--- src/rtl/alu_pkg.sv ---
// Shared ALUCtl encodings used by the ALU control decoder and the execute stage.
package alu_pkg;

    localparam logic [3:0] ALU_AND = 4'b0000;
    localparam logic [3:0] ALU_OR  = 4'b0001;
    localparam logic [3:0] ALU_ADD = 4'b0010;
    localparam logic [3:0] ALU_SUB = 4'b0110;
    localparam logic [3:0] ALU_SLT = 4'b0111;
    localparam logic [3:0] ALU_NOR = 4'b1100;
    localparam logic [3:0] ALU_BAD = 4'b1111;

    function automatic logic is_legal_ctl(input logic [3:0] ctl);
        return (ctl == ALU_AND) || (ctl == ALU_OR)  || (ctl == ALU_ADD) ||
               (ctl == ALU_SUB) || (ctl == ALU_SLT) || (ctl == ALU_NOR);
    endfunction

endpackage

--- src/rtl/alu_core.sv ---
// Combinational ALU: evaluates one ALUCtl operation with zero/overflow/illegal flags.
module alu_core
    import alu_pkg::*;
#(
    parameter int WIDTH = 32
) (
    input  logic [3:0]       i_ctl,
    input  logic [WIDTH-1:0] i_a,
    input  logic [WIDTH-1:0] i_b,
    output logic [WIDTH-1:0] o_result,
    output logic             o_zero,
    output logic             o_ovf,
    output logic             o_illegal
);

    localparam int MSB = WIDTH - 1;

    logic [WIDTH-1:0] w_sum;
    logic [WIDTH-1:0] w_diff;
    logic             w_ovf_add;
    logic             w_ovf_sub;

    assign w_sum     = i_a + i_b;
    assign w_diff    = i_a - i_b;
    assign w_ovf_add = (i_a[MSB] == i_b[MSB]) && (w_sum[MSB]  != i_a[MSB]);
    assign w_ovf_sub = (i_a[MSB] != i_b[MSB]) && (w_diff[MSB] != i_a[MSB]);

    // NOTE: every output gets a default before the case so no path leaves one unassigned (no latch).
    always_comb begin
        o_result  = '0;
        o_ovf     = 1'b0;
        o_illegal = !is_legal_ctl(i_ctl);
        unique case (i_ctl)
            ALU_AND: o_result = i_a & i_b;
            ALU_OR:  o_result = i_a | i_b;
            ALU_ADD: begin
                o_result = w_sum;
                o_ovf    = w_ovf_add;
            end
            ALU_SUB: begin
                o_result = w_diff;
                o_ovf    = w_ovf_sub;
            end
            // Signed less-than: the true sign of a-b is the raw sign corrected by overflow.
            ALU_SLT: o_result[0] = w_diff[MSB] ^ w_ovf_sub;
            ALU_NOR: o_result = ~(i_a | i_b);
            default: o_result = '0;
        endcase
    end

    assign o_zero = (o_result == '0);

endmodule

--- src/rtl/alu_exec_pipe.sv ---
// Execute stage: valid/ready handshake around alu_core with two registered stages and full backpressure.
module alu_exec_pipe
    import alu_pkg::*;
#(
    parameter int WIDTH = 32
) (
    input  logic             clk,
    input  logic             reset,
    input  logic             in_valid,
    output logic             in_ready,
    input  logic [3:0]       in_ctl,
    input  logic [WIDTH-1:0] in_a,
    input  logic [WIDTH-1:0] in_b,
    output logic             out_valid,
    input  logic             out_ready,
    output logic [WIDTH-1:0] out_result,
    output logic             out_zero,
    output logic             out_ovf,
    output logic             out_illegal
);

    logic             r_s1_valid;
    logic [3:0]       r_s1_ctl;
    logic [WIDTH-1:0] r_s1_a;
    logic [WIDTH-1:0] r_s1_b;

    logic             r_s2_valid;
    logic [WIDTH-1:0] r_s2_result;
    logic             r_s2_zero;
    logic             r_s2_ovf;
    logic             r_s2_illegal;

    logic             w_s1_advance;
    logic [WIDTH-1:0] w_result;
    logic             w_zero;
    logic             w_ovf;
    logic             w_illegal;

    // S2 is free when empty or draining this cycle; S1 may refill whenever it moves on or is empty.
    assign w_s1_advance = !r_s2_valid || out_ready;
    assign in_ready     = !r_s1_valid || w_s1_advance;

    // NOTE: operand registers carry no reset; r_s1_valid alone qualifies them, so stale data is harmless.
    always_ff @(posedge clk) begin
        if (reset) begin
            r_s1_valid <= 1'b0;
        end else if (in_ready) begin
            // NOTE: non-blocking assignments keep every register sampling pre-edge values.
            r_s1_valid <= in_valid;
            if (in_valid) begin
                r_s1_ctl <= in_ctl;
                r_s1_a   <= in_a;
                r_s1_b   <= in_b;
            end
        end
    end

    alu_core #(
        .WIDTH(WIDTH)
    ) u_alu_core (
        .i_ctl    (r_s1_ctl),
        .i_a      (r_s1_a),
        .i_b      (r_s1_b),
        .o_result (w_result),
        .o_zero   (w_zero),
        .o_ovf    (w_ovf),
        .o_illegal(w_illegal)
    );

    always_ff @(posedge clk) begin
        if (reset) begin
            r_s2_valid   <= 1'b0;
            r_s2_result  <= '0;
            r_s2_zero    <= 1'b0;
            r_s2_ovf     <= 1'b0;
            r_s2_illegal <= 1'b0;
        end else if (w_s1_advance) begin
            r_s2_valid <= r_s1_valid;
            if (r_s1_valid) begin
                r_s2_result  <= w_result;
                r_s2_zero    <= w_zero;
                r_s2_ovf     <= w_ovf;
                r_s2_illegal <= w_illegal;
            end
        end
    end

    assign out_valid   = r_s2_valid;
    assign out_result  = r_s2_result;
    assign out_zero    = r_s2_zero;
    assign out_ovf     = r_s2_ovf;
    assign out_illegal = r_s2_illegal;

endmodule

--- config.mk ---
export PLATFORM = sky130hd
export DESIGN_NAME = alu_exec_pipe
export DESIGN_NICKNAME = d
export VERILOG_FILES = /design/src/rtl/alu_pkg.sv /design/src/rtl/alu_core.sv /design/src/rtl/alu_exec_pipe.sv
export SDC_FILE = /design/constraint.sdc
export NUM_CORES = 1
export LEC_CHECK = 0
export ABC_AREA = 1
export ABC_CLOCK_PERIOD_IN_PS = 5870
export CAP_MARGIN = 20
export CORE_ASPECT_RATIO = 0.9
export CORE_UTILIZATION = 60
export DETAILED_ROUTE_END_ITERATION = 8
export GPL_ROUTABILITY_DRIVEN = 0
export PLACE_DENSITY = 0.89
export SLEW_MARGIN = 20
export SYNTH_ARGS = -nofsm -noshare
export SYNTH_HDL_FRONTEND = slang
export SYNTH_SLANG_ARGS = --single-unit
--- constraint.sdc ---
create_clock -name clk -period 5.87 [get_ports clk]
set_input_delay 1.174 -clock clk [delete_from_list [all_inputs] [get_ports clk]]
set_output_delay 1.174 -clock clk [all_outputs]
set_load 0.01 [all_outputs]
Yosys cells after proc, flatten, opt, wreduce, memory -nomap -nowiden
Cells that the tools add are included. W data, S select, Z words.

Bits in registers: 105. Bits of input ports: 72. Output and inout bits: 37. Word-level logic and storage cells: 44.

$add $sub $neg: 2. Eq/ne operators: 9. Muxes and demuxes: 3. Bitwise gates (word level): 5. Reduce and logical (&&, ||, !) cells: 16.

Operators with widths (count): $pmux W31 S5 (1); $add A32 B32 Y32 (1); $and A32 B32 Y32 (1); $logic_not A32 Y1 (1); $not A32 Y32 (1); $or A32 B32 Y32 (1); $sub A32 B32 Y32 (1); $eq A4 B3 Y1 const B (2); $logic_or A1 B1 Y1 (7); $pmux W1 S6 (1); $eq A4 B1 Y1 const B (1); $eq A4 B2 Y1 const B (1); $eq A4 B4 Y1 const B (1); $logic_not A4 Y1 (1); $logic_not A1 Y1 (3); $ne A1 B1 Y1 (3); $reduce_and A3 Y1 (1); $logic_and A1 B1 Y1 (2); $pmux W1 S2 (1); $reduce_and A2 Y1 (1); $eq A1 B1 Y1 (1); $not A1 Y1 (1); $xor A1 B1 Y1 (1).

Logic depth before layout (Yosys ltp)
Depth in word-level cells: 7. Depth in mapped cells: 27. Depth with buffers taken out: 26.

Hierarchy
From an unflattened synthesis, not the netlist that was laid out.

Cell total of the unflattened synthesis: 1602. Area total of the unflattened synthesis: 10446.3 sq um.

By module, submodules not included: alu_core (times used 1, cells each 1294, area an instance 6702.7 sq um, seq. area each 0.0 sq um); alu_exec_pipe (times used 1, cells each 308, area an instance 3743.6 sq um, seq. area each 2782.7 sq um).

Worst setup path before layout
Ideal clock, no wire load.

Path type: in2reg. From: input port reset. To: register r_s1_a[0], enable pin. Library setup time: 422 ps. Arrival: 2926 ps. Data required time: 5448 ps. Slack: 2522 ps. Stages: 4. Path buffers: 1. Path through: inv_1 > clkbuf_1 > nand3_1 > inv_1.

Word-level cells in the longest chain between the ends: 2.

Ends and longest elaborated chain: from (decl) (line alu_exec_pipe.sv:8) `input logic reset,`; $not A1 Y1 (no line); $reduce_and A3 Y1 (no line); to (signal assigned) (line alu_exec_pipe.sv:52) `r_s1_a <= in_a;`; to (decl) (line alu_exec_pipe.sv:24) `logic [WIDTH-1:0] r_s1_a;`.

Every way passes these cells. A chain may end at the register's enable or synchronous reset.

Worst setup path after layout
From: input port reset. To: register r_s1_a[11], enable pin.

Same word-level chain as after synthesis.

==> load_flow_metrics.sql <==
INSERT INTO impl_metrics (metric_group, metric, value, unit) VALUES
('yosys', 'postSynthCellCount', '1543', ''),
('floorplanning', 'num_rows', '44', ''),
('setup_path', 'crit_arrival', '3.92', 'ns'),
('setup_path', 'cp_cell_sequence', 'clkdlybuf4s50_1, inv_1, nand3_1, inv_2, buf_4', ''),
('yosys', 'avgSynthCellArea', '6.43', 'µm²'),
('grt', 'antenna_violations_before_repair', '0', ''),
('setup_path', 'setup.worst_path.start_class', 'input pin', ''),
('power', 'power.static_leakage', '5.95', 'nW'),
('timing', 'largest_clock_skew_in_the_final_design', '0.00948', 'ns'),
('cells_and_area', 'stdcell_count', '1836', ''),
('yosys', 'syn-num-nets', '1721', ''),
('place', 'hpwlAfterDp', '21.6', 'mm'),
('grt', 'global_route.usage.total', '33.4', '%'),
('timing', 'finalWorstPathRequiredPeriod', '3.89', 'ns'),
('floorplanning', 'chipWidth', '138', 'µm'),
('setup_path', 'path_max_fanout', '39', ''),
('place', 'io_buffers', '108', ''),
('drt', 'total_drc_errors_in_the_routed_layout', '0', ''),
('cells_and_area', 'final_util', '70.5', '%'),
('cells_and_area', 'fin_nets', '1802', ''),
('timing', 'final_worst_hold_slack', '0.503', 'ns'),
('power', 'pwr_density_cell', '177', 'mW/mm²'),
('yosys', 'yosys.cell_types.count', '42', ''),
('yosys', 'syn_area', '0.00992', 'mm²'),
('cts', 'clkSlewWorstSetupHoldPaths', '0.07', 'ns'),
('grt', 'overflow_after_grt', '0', ''),
('yosys', 'ys_dominant_reg_cell', 'edfxtp_1', ''),
('grt', 'grt_pass1_vias', '9446', ''),
('floorplanning', 'initial_utilization', '61.5', '%'),
('floorplanning', 'die_h', '124', 'µm'),
('cts', 'cts_root_buf', 'clkbuf_16', ''),
('setup_path', 'critical-path-max-stage-delay', '0.79', 'ns'),
('worst_hold_path', 'hold_class', 'reg -> reg', ''),
('setup_path', 'critical_path_required', '5.90', 'ns'),
('cells_and_area', 'n_antenna_cell', '0', ''),
('cells_and_area', 'flow.area_growth_from_synthesis', '14.7', '%'),
('drt', 'drt_iter0_markers', '1280', ''),
('yosys', 'synth.yosys.seq_area_share', '28.1', '%'),
('cells_and_area', 'layout.cells.most_common', 'nand2_1', ''),
('timing', 'setup_repair_after_global_routing_missed_its_margin', 'false', ''),
('drt', 'drt-pass1-iter-count', '6', ''),
('cts', 'htree_num_levels', '3', ''),
('timing', 'slew_viols_final', '0', ''),
('drt', 'routed_vias', '10400', ''),
('cells_and_area', 'layout.cells.most_common_list', 'nand2_1, inv_1, nor2_1', ''),
('cells_and_area', 'drive_gt1_share', '3.68', '%'),
('timing', 'worst_slew_pin_slew', '1.17', 'ns'),
('floorplanning', 'top_level_ports', '109', ''),
('run', 'max-cap-violations', '0', ''),
('run_status', 'run_status', 'completed', ''),
('yosys', 'postSynth.asyncResetShare', '0', '%'),
('cts', 'clk_latency', '0.37', 'ns'),
('drt', 'vias_per_cell', '5.67', ''),
('timing', 'timing.final.setup_violations', '0', ''),
('cts', 'ctsLongestPathBuffers', '2', ''),
('cts', 'cts_made_buffers', '9', ''),
('yosys', 'synth_edf_count', '68', ''),
('timing', 'timing.final.crit_share', '66.2', '%'),
('power', 'power.ir.vdd_worst', '0.210', 'mV'),
('grt', 'grt_max_degree', '54', ''),
('timing', 'maximum_clock_frequency', '0.257', 'GHz'),
('setup_path', 'critical_path_class', 'in -> reg', ''),
('cts', 'post_cts_resize_count', '0', ''),
('timing', 'slew_headroom', '22.2', '%'),
('cts', 'clock_sinks', '105', ''),
('cts', 'post-cts-setup-buffers', '0', ''),
('timing', 'tns', '0', 'ns'),
('cts', 'cts_hold_buffers', '0', ''),
('setup_path', 'cp-end-kind', 'register', ''),
('grt', 'grt_first_pass_wirelength', '43.6', 'mm'),
('cts', 'tritoncts', 'yes', ''),
('yosys', 'synth_warnings', '0', ''),
('timing', 'final_hold_viol_count', '0', ''),
('floorplanning', 'core', '0.0161', 'mm²'),
('setup_path', 'critical_path.slowest_cell', 'clkdlybuf4s50_1', ''),
('drt', 'finalWirelength', '27.4', 'mm'),
('floorplanning', 'floorplan.die_area', '0.0170', 'mm²'),
('cells_and_area', 'filler_cell_count', '1348', ''),
('drt', 'final_antenna_net_count', '0', ''),
('yosys', 'ys_ff_latch', '105', ''),
('power', 'fin_total_pwr', '2.01', 'mW'),
('place', 'placed_cells', '1819', ''),
('drt', 'routed_wire_length_per_instance', '14.9', 'µm');
[critical path: cells and delay by family]
kind / cells / cell delay [ns]
buffers and inverters: 4 / 2.56
and+or+nand+nor: 1 / 0.16
[layout make-up]
class	count	area, µm²	area share (%)
clock inverter	7	60.1	0.528
clock buffer	9	225	1.98
tap	207	259	2.28
sequential	105	2780	24.5
timing repair buffer	113	1140	10.0
inverter	305	1140	10.1
multi-input combinational	1090	5770	50.7
[power by group]
group	leakage (nW)	total (mW)	internal (mW)	switching, mW
sequential	0.942	0.855	0.829	0.0263
combinational	4.86	0.564	0.209	0.355
clock	0.145	0.592	0.297	0.295
total	5.95	2.01	1.33	0.676
[final timing paths]
path	startpoint	to	slack, ns	cells past startpoint
worst max-delay path	reset	r_s1_a[11]	1.98	5
worst min-delay path	out_zero	out_zero	0.50	2
worst max register to register	r_s1_a[11]	out_zero	2.12	24
worst min register to register	out_zero	out_zero	0.50	2
[metal layers]
| metal | share of wire [%] | global-route usage, % |
|---|---|---|
| met1 | 41 | 42.7 |
| met2 | 43 | 53.8 |
| met3 | 12 | 8.10 |
| met4 | 3.4 | 13.9 |
| met5 | 0 | 0 |
[logic make-up (layout without fill, tap and decap cells)]
group,after synthesis,count (layout),share of synthesized area [%]
fa+ha+maj,106,106,13.6
flops,105,105,28.1
simple gates,804,804,33.8
compound gates,179,179,10.5
mux,1,1,0.101
buf+inv,348,434,13.9
[flip-flops by register name, summed over array words and instances, names as in the netlist]
signal and cells:
out_valid 1, out_illegal 1, out_ovf 1, r_s1_b 32, r_s1_ctl 4, r_s1_a 32
out_zero 1, r_s1_valid 1, out_result 32
[Yosys cell counts, types with 4 or more instances]
| library cell | n | area, µm² |
|---|---|---|
| nand3_1 | 141 | 706 |
| edfxtp_1 | 68 | 2040 |
| ha_1 | 103 | 1290 |
| o21bai_1 | 6 | 45.0 |
| clkbuf_1 | 12 | 45.0 |
| nor3_1 | 12 | 60.1 |
| nand4_1 | 12 | 75.1 |
| inv_1 | 301 | 1130 |
| o21ai_0 | 56 | 280 |
| a221oi_1 | 22 | 193 |
| nor2_1 | 192 | 721 |
| inv_2 | 4 | 15.0 |
| a21oi_1 | 72 | 360 |
| buf_6 | 5 | 56.3 |
| nor2_2 | 6 | 37.5 |
| dfxtp_1 | 37 | 741 |
| nand2_2 | 15 | 93.8 |
| nand2_1 | 414 | 1550 |
| buf_2 | 22 | 110 |
| o211ai_1 | 9 | 67.6 |
[stage by stage]
step	cell area, µm²	setup slack [ns]
after global routing	11400	1.69
after CTS	11300	1.96
after global placement	11100	1.74
after detailed placement	11100	1.60
after floorplan	9920	2.52
final	11400	1.98
Power figures use the tool's default switching activity.
